File: src/rtl/stream_width_converter.sv
// AXI-Stream data width converter: packs narrow beats into wide words or splits wide
// words into narrow beats, LSB-first, with a registered output stage.
module stream_width_converter #(
  parameter int unsigned IN_WIDTH  = 16,
  parameter int unsigned OUT_WIDTH = 48
) (
  input  logic                 ap_clk,
  input  logic                 ap_rst,
  input  logic [IN_WIDTH-1:0]  in0_V_TDATA,
  input  logic                 in0_V_TVALID,
  output logic                 in0_V_TREADY,
  output logic [OUT_WIDTH-1:0] out_V_TDATA,
  output logic                 out_V_TVALID,
  input  logic                 out_V_TREADY
);

  localparam int unsigned K    = (IN_WIDTH > OUT_WIDTH) ? IN_WIDTH / OUT_WIDTH
                                                        : OUT_WIDTH / IN_WIDTH;
  localparam int unsigned CntW = (K > 1) ? $clog2(K) : 1;

  if (((IN_WIDTH % OUT_WIDTH) != 0) && ((OUT_WIDTH % IN_WIDTH) != 0)) begin : g_bad_width
    $error("stream_width_converter: widths must be integer multiples of each other");
  end

  if ((K > 1) && (OUT_WIDTH == K * IN_WIDTH)) begin : g_pack
    logic [(K-1)*IN_WIDTH-1:0] r_buf;
    logic [OUT_WIDTH-1:0]      r_data;
    logic                      r_valid;
    logic [CntW-1:0]           r_cnt;
    logic                      w_last;
    logic                      w_in_fire;
    logic                      w_out_fire;

    assign w_last       = (r_cnt == CntW'(K - 1));
    // Only the final beat of a word needs room in the output register.
    assign in0_V_TREADY = !ap_rst && (!w_last || !r_valid || out_V_TREADY);
    assign w_in_fire    = in0_V_TVALID && in0_V_TREADY;
    assign w_out_fire   = r_valid && out_V_TREADY;

    always_ff @(posedge ap_clk) begin
      if (ap_rst) begin
        r_buf   <= '0;
        r_data  <= '0;
        r_valid <= 1'b0;
        r_cnt   <= '0;
      end else begin
        if (w_out_fire) r_valid <= 1'b0;
        if (w_in_fire) begin
          if (w_last) begin
            r_data  <= {in0_V_TDATA, r_buf};
            r_valid <= 1'b1;
            r_cnt   <= '0;
          end else begin
            for (int i = 0; i < int'(K) - 1; i++) begin
              if (r_cnt == CntW'(i)) r_buf[i*IN_WIDTH +: IN_WIDTH] <= in0_V_TDATA;
            end
            r_cnt <= r_cnt + 1'b1;
          end
        end
      end
    end

    assign out_V_TDATA  = r_data;
    assign out_V_TVALID = r_valid;
  end else if ((K > 1) && (IN_WIDTH == K * OUT_WIDTH)) begin : g_split
    logic [IN_WIDTH-1:0] r_shift;
    logic                r_valid;
    logic [CntW-1:0]     r_cnt;
    logic                w_last;
    logic                w_in_fire;
    logic                w_out_fire;

    assign w_last       = (r_cnt == CntW'(K - 1));
    assign in0_V_TREADY = !ap_rst && (!r_valid || (w_last && out_V_TREADY));
    assign w_in_fire    = in0_V_TVALID && in0_V_TREADY;
    assign w_out_fire   = r_valid && out_V_TREADY;

    always_ff @(posedge ap_clk) begin
      if (ap_rst) begin
        r_shift <= '0;
        r_valid <= 1'b0;
        r_cnt   <= '0;
      end else if (w_in_fire) begin
        // Also covers the last-slice accept that overlaps a new word: no bubble.
        r_shift <= in0_V_TDATA;
        r_valid <= 1'b1;
        r_cnt   <= '0;
      end else if (w_out_fire) begin
        if (w_last) begin
          r_valid <= 1'b0;
          r_cnt   <= '0;
        end else begin
          r_shift <= r_shift >> OUT_WIDTH;
          r_cnt   <= r_cnt + 1'b1;
        end
      end
    end

    assign out_V_TDATA  = r_shift[OUT_WIDTH-1:0];
    assign out_V_TVALID = r_valid;
  end else begin : g_pass
    logic [OUT_WIDTH-1:0] r_data;
    logic                 r_valid;
    logic                 w_in_fire;
    logic                 w_out_fire;

    assign in0_V_TREADY = !ap_rst && (!r_valid || out_V_TREADY);
    assign w_in_fire    = in0_V_TVALID && in0_V_TREADY;
    assign w_out_fire   = r_valid && out_V_TREADY;

    always_ff @(posedge ap_clk) begin
      if (ap_rst) begin
        r_data  <= '0;
        r_valid <= 1'b0;
      end else if (w_in_fire) begin
        r_data  <= OUT_WIDTH'(in0_V_TDATA);
        r_valid <= 1'b1;
      end else if (w_out_fire) begin
        r_valid <= 1'b0;
      end
    end

    assign out_V_TDATA  = r_data;
    assign out_V_TVALID = r_valid;
  end

endmodule

File: config.mk
export PLATFORM = sky130hd
export DESIGN_NAME = stream_width_converter
export DESIGN_NICKNAME = d
export VERILOG_FILES = /design/src/rtl/stream_width_converter.sv
export SDC_FILE = /design/constraint.sdc
export NUM_CORES = 1
export LEC_CHECK = 0
export CORE_MARGIN = 3
export CORE_UTILIZATION = 29
export DETAILED_ROUTE_END_ITERATION = 8
export MAX_ROUTING_LAYER = met4
export SLEW_MARGIN = 20
export SYNTH_ARGS = -nofsm -noshare
export SYNTH_HDL_FRONTEND = slang
export SYNTH_SLANG_ARGS = --single-unit
File: constraint.sdc
create_clock -name ap_clk -period 2.7 [get_ports ap_clk]
set_clock_uncertainty 0.15 [all_clocks]
set_input_delay 0.405 -clock ap_clk [delete_from_list [all_inputs] [get_ports ap_clk]]
set_output_delay 0.405 -clock ap_clk [all_outputs]
set_load 0.01 [all_outputs]
==> impl_metrics.yaml <==
critical_path:
  reg2regPathDepth: 4
  crit_type: "reg2out"
  crit_arrival_ns: 1.84
  ff2ff_setup_slack_ns: 1.00
  r2r_start: "g_pack.r_cnt[1]"
  crit_required_ns: 2.14
  cp_max_fo: 10
  r2r-end: "out_V_TDATA[41]"
  critical_path.startpoint_type: "flip-flop"
  cp-end-kind: "output pin"
power:
  switching_share: 0.2366
  power_mw: 2.316
  p_int_mw: 1.768
  clkPwrFrac: 0.380
  pwr-share-seq: 0.547
  p_switching_uw: 548.0
  ir_worst_vdd_v: 0.0001869
  p_per_area_mw_per_mm2: 559.2
  p_leak_nw: 1.288
  pwr-share-comb: 0.072
cells_and_area:
  final_util: 0.3941
  layout_common_cells: "dfxtp_1 (83), a21oi_1 (72), clkdlybuf4s50_1 (68), nand2_1 (55)"
  finalNetCount: 451
  diodes: 0
  area_growth_pct: 29.65
  seqCellArea_mm2: 0.001662
  instances_no_fill: 572
  final_common_cell: "dfxtp_1"
  fill_cells: 1073
  final_cell_area_mm2: 0.004141
  multiInputGateArea_mm2: 0.001330
  drive_gt1_frac: 0.1147
logic_synthesis:
  synth_top_area_cell: "dfxtp_1"
  netlist.area_leader.share: 0.5202
  synth_fa_ha_area_frac: 0
  synth_compound_area_frac: 0.2201
  synthSimpleGateAreaFrac: 0.1904
  syn_nets: 400
  ys_seq_area_frac: 0.5202
  synth.distinct_cells: 26
  synth_area_per_cell_um2: 8.406
  ys_warn_count: 0
  synthTopCellsByArea: "dfxtp_1 (52%), a21oi_1 (11%), nand3_1 (7.5%)"
  synth_top_family_by_area: "compound AO/OA/AOI/OAI gates"
  ys_seq_elements: 83
  syn_inst: 380
  synth_area_mm2: 0.003194
  synth_xor_xnor_area_share: 0
  muxShareOfSynthArea: 0.003134
floorplanning:
  io-pin-count: 70
  initial_core_util: 0.3040
  core_area_mm2: 0.01051
  die_w_um: 111.0
  rows: 37
  die_area_mm2: 0.01231
  die_y_um: 111.0
detailed_routing:
  viasPerCell: 5.024
  drc: 0
  drt-met1-wl_mm: 4.402
  drt_pass1_iterations: 4
  postRouteAntennaNets: 0
  routed.top_layer: "met4"
  dr_total_vias: 2874
  routed_wl_mm: 9.106
  drtIter0Drc: 263
  routed-wl-met2_mm: 4.176
  wl_per_cell_um: 15.92
  wl_met3_um: 370
outcome:
  status: "finished clean"
global_route:
  grt_max_degree: 50
  grt_overflow: 0
  grt_use_total: 0.1512
  antenna_found_initial: 0
  grt_pass1_vias: 2782
  grt_first_pass_wirelength_mm: 14.59
timing:
  fmax_ghz: 0.4172
  whs_ns: 0.3075
  setup_ws_ns: 0.3030
  hold_viol: 0
  tightest_slew_ns: 0.5293
  setup_viol: 0
  maxSlewViolCount: 0
  period_share: 0.8878
  rsz0062_at_grt: "no"
  setup_tns_ns: 0
  finalCriticalPeriod_ns: 2.397
  max_slew_margin: 0.6471
clock_tree:
  cts_buffer_depth: 2
  cts-hold-fix-buffers: 0
  cts_buffers: 9
  cts_tree: "built"
  cts.sinks: 83
  htreeDepth: 3
  cts_setup_buffers: 0
  cts.reportedPaths.clkPinSlew_ns: 0.08
  cts-resized-gates: 0
  clk_latency_ns: 0.35
  clockRootBuffer: "clkbuf_8"
placed_design:
  pre_cts_slack_ns: 0.3559
  portBuffers: 69
  placed_area_mm2: 0.003946
  dp.cells: 556
  gp_congestion: 0.8012
  dp_hpwl_mm: 6.040
run:
  cap_violations: 0
worst_hold_path:
  hold_end: "g_pack.r_buf[22]"
  hp-class: "reg2reg"
  worstHoldStart: "g_pack.r_buf[22]"
  holdPathStages: 2
cells by family (layout without fill, tap and decap cells):
kind of cell	after synthesis	after routing
AOI/OAI and AO/OA	132	132
and+or+nand+nor	123	123
DFF	83	83
buffers and inverters	41	97
muxes	1	1
cells in the mapped netlist:
library cell / count
dfxtp_1: 83
a21oi_1: 72
nand2_1: 55
nand3_1: 48
o21ai_0: 48
clkbuf_1: 20
a21oi_2: 10
nand2_2: 10
buf_2: 9
buf_4: 3
clkbuf_2: 3
buf_1: 2
buf_6: 2
nand4bb_1: 2
nor2_1: 2
a311oi_1: 1
a31oi_1: 1
and4bb_2: 1
buf_12: 1
inv_1: 1
mux2i_1: 1
nand2b_1: 1
nor2b_1: 1
nor4b_4: 1
nor4bb_1: 1
or4b_1: 1
worst max path at each step:
stage	start	to	slack, ns
4_1_cts	g_pack.r_cnt[0]	in0_V_TREADY	0.30
6_report	g_pack.r_cnt[0]	in0_V_TREADY	0.30
5_1_grt	g_pack.r_cnt[0]	in0_V_TREADY	0.18
3_3_place_gp	out_V_TREADY	in0_V_TREADY	0.34
3_5_place_dp	out_V_TREADY	in0_V_TREADY	0.36
2_1_floorplan	ap_rst	g_pack.r_buf[12]	0.99
sequential cells by signal, indices dropped and copies added (netlist names):
| signal | flops |
|---|---|
| out_V_TDATA | 48 |
| g_pack.r_buf | 32 |
| g_pack.r_cnt | 2 |
| out_V_TVALID | 1 |
critical path: stages (launching register included):
cell	delay, ns
dfxtp_1	0.52
inv_1	0.10
a31oi_1	0.28
clkdlybuf4s50_1	0.60
power groups by stage:
stage	combinational, mW	clock [mW]	sequential, mW
floorplan	0.105	0	1.29
global placement	0.165	0	1.30
detailed placement	0.166	0	1.30
CTS	0.167	0.905	1.27
global route	0.183	0.946	1.27
finish	0.167	0.881	1.27
per-layer routing:
| metal | track usage | up-vias |
|---|---|---|
| li1 | - | 1404 |
| met1 | 0.2075 | 1363 |
| met2 | 0.2184 | 93 |
| met3 | 0.02838 | 14 |
| met4 | 0.06240 | 0 |
| met5 | - | - |
area by class of cell:
cell class / count / area share
clock buffer: 12 / 0.03505
sequential: 83 / 0.4012
tap: 136 / 0.04109
clock inverter: 4 / 0.01208
multi-input combinational: 256 / 0.3211
inverter: 1 / 0.0009063
timing repair buffer: 80 / 0.1885
Power figures use the tool's default switching activity.
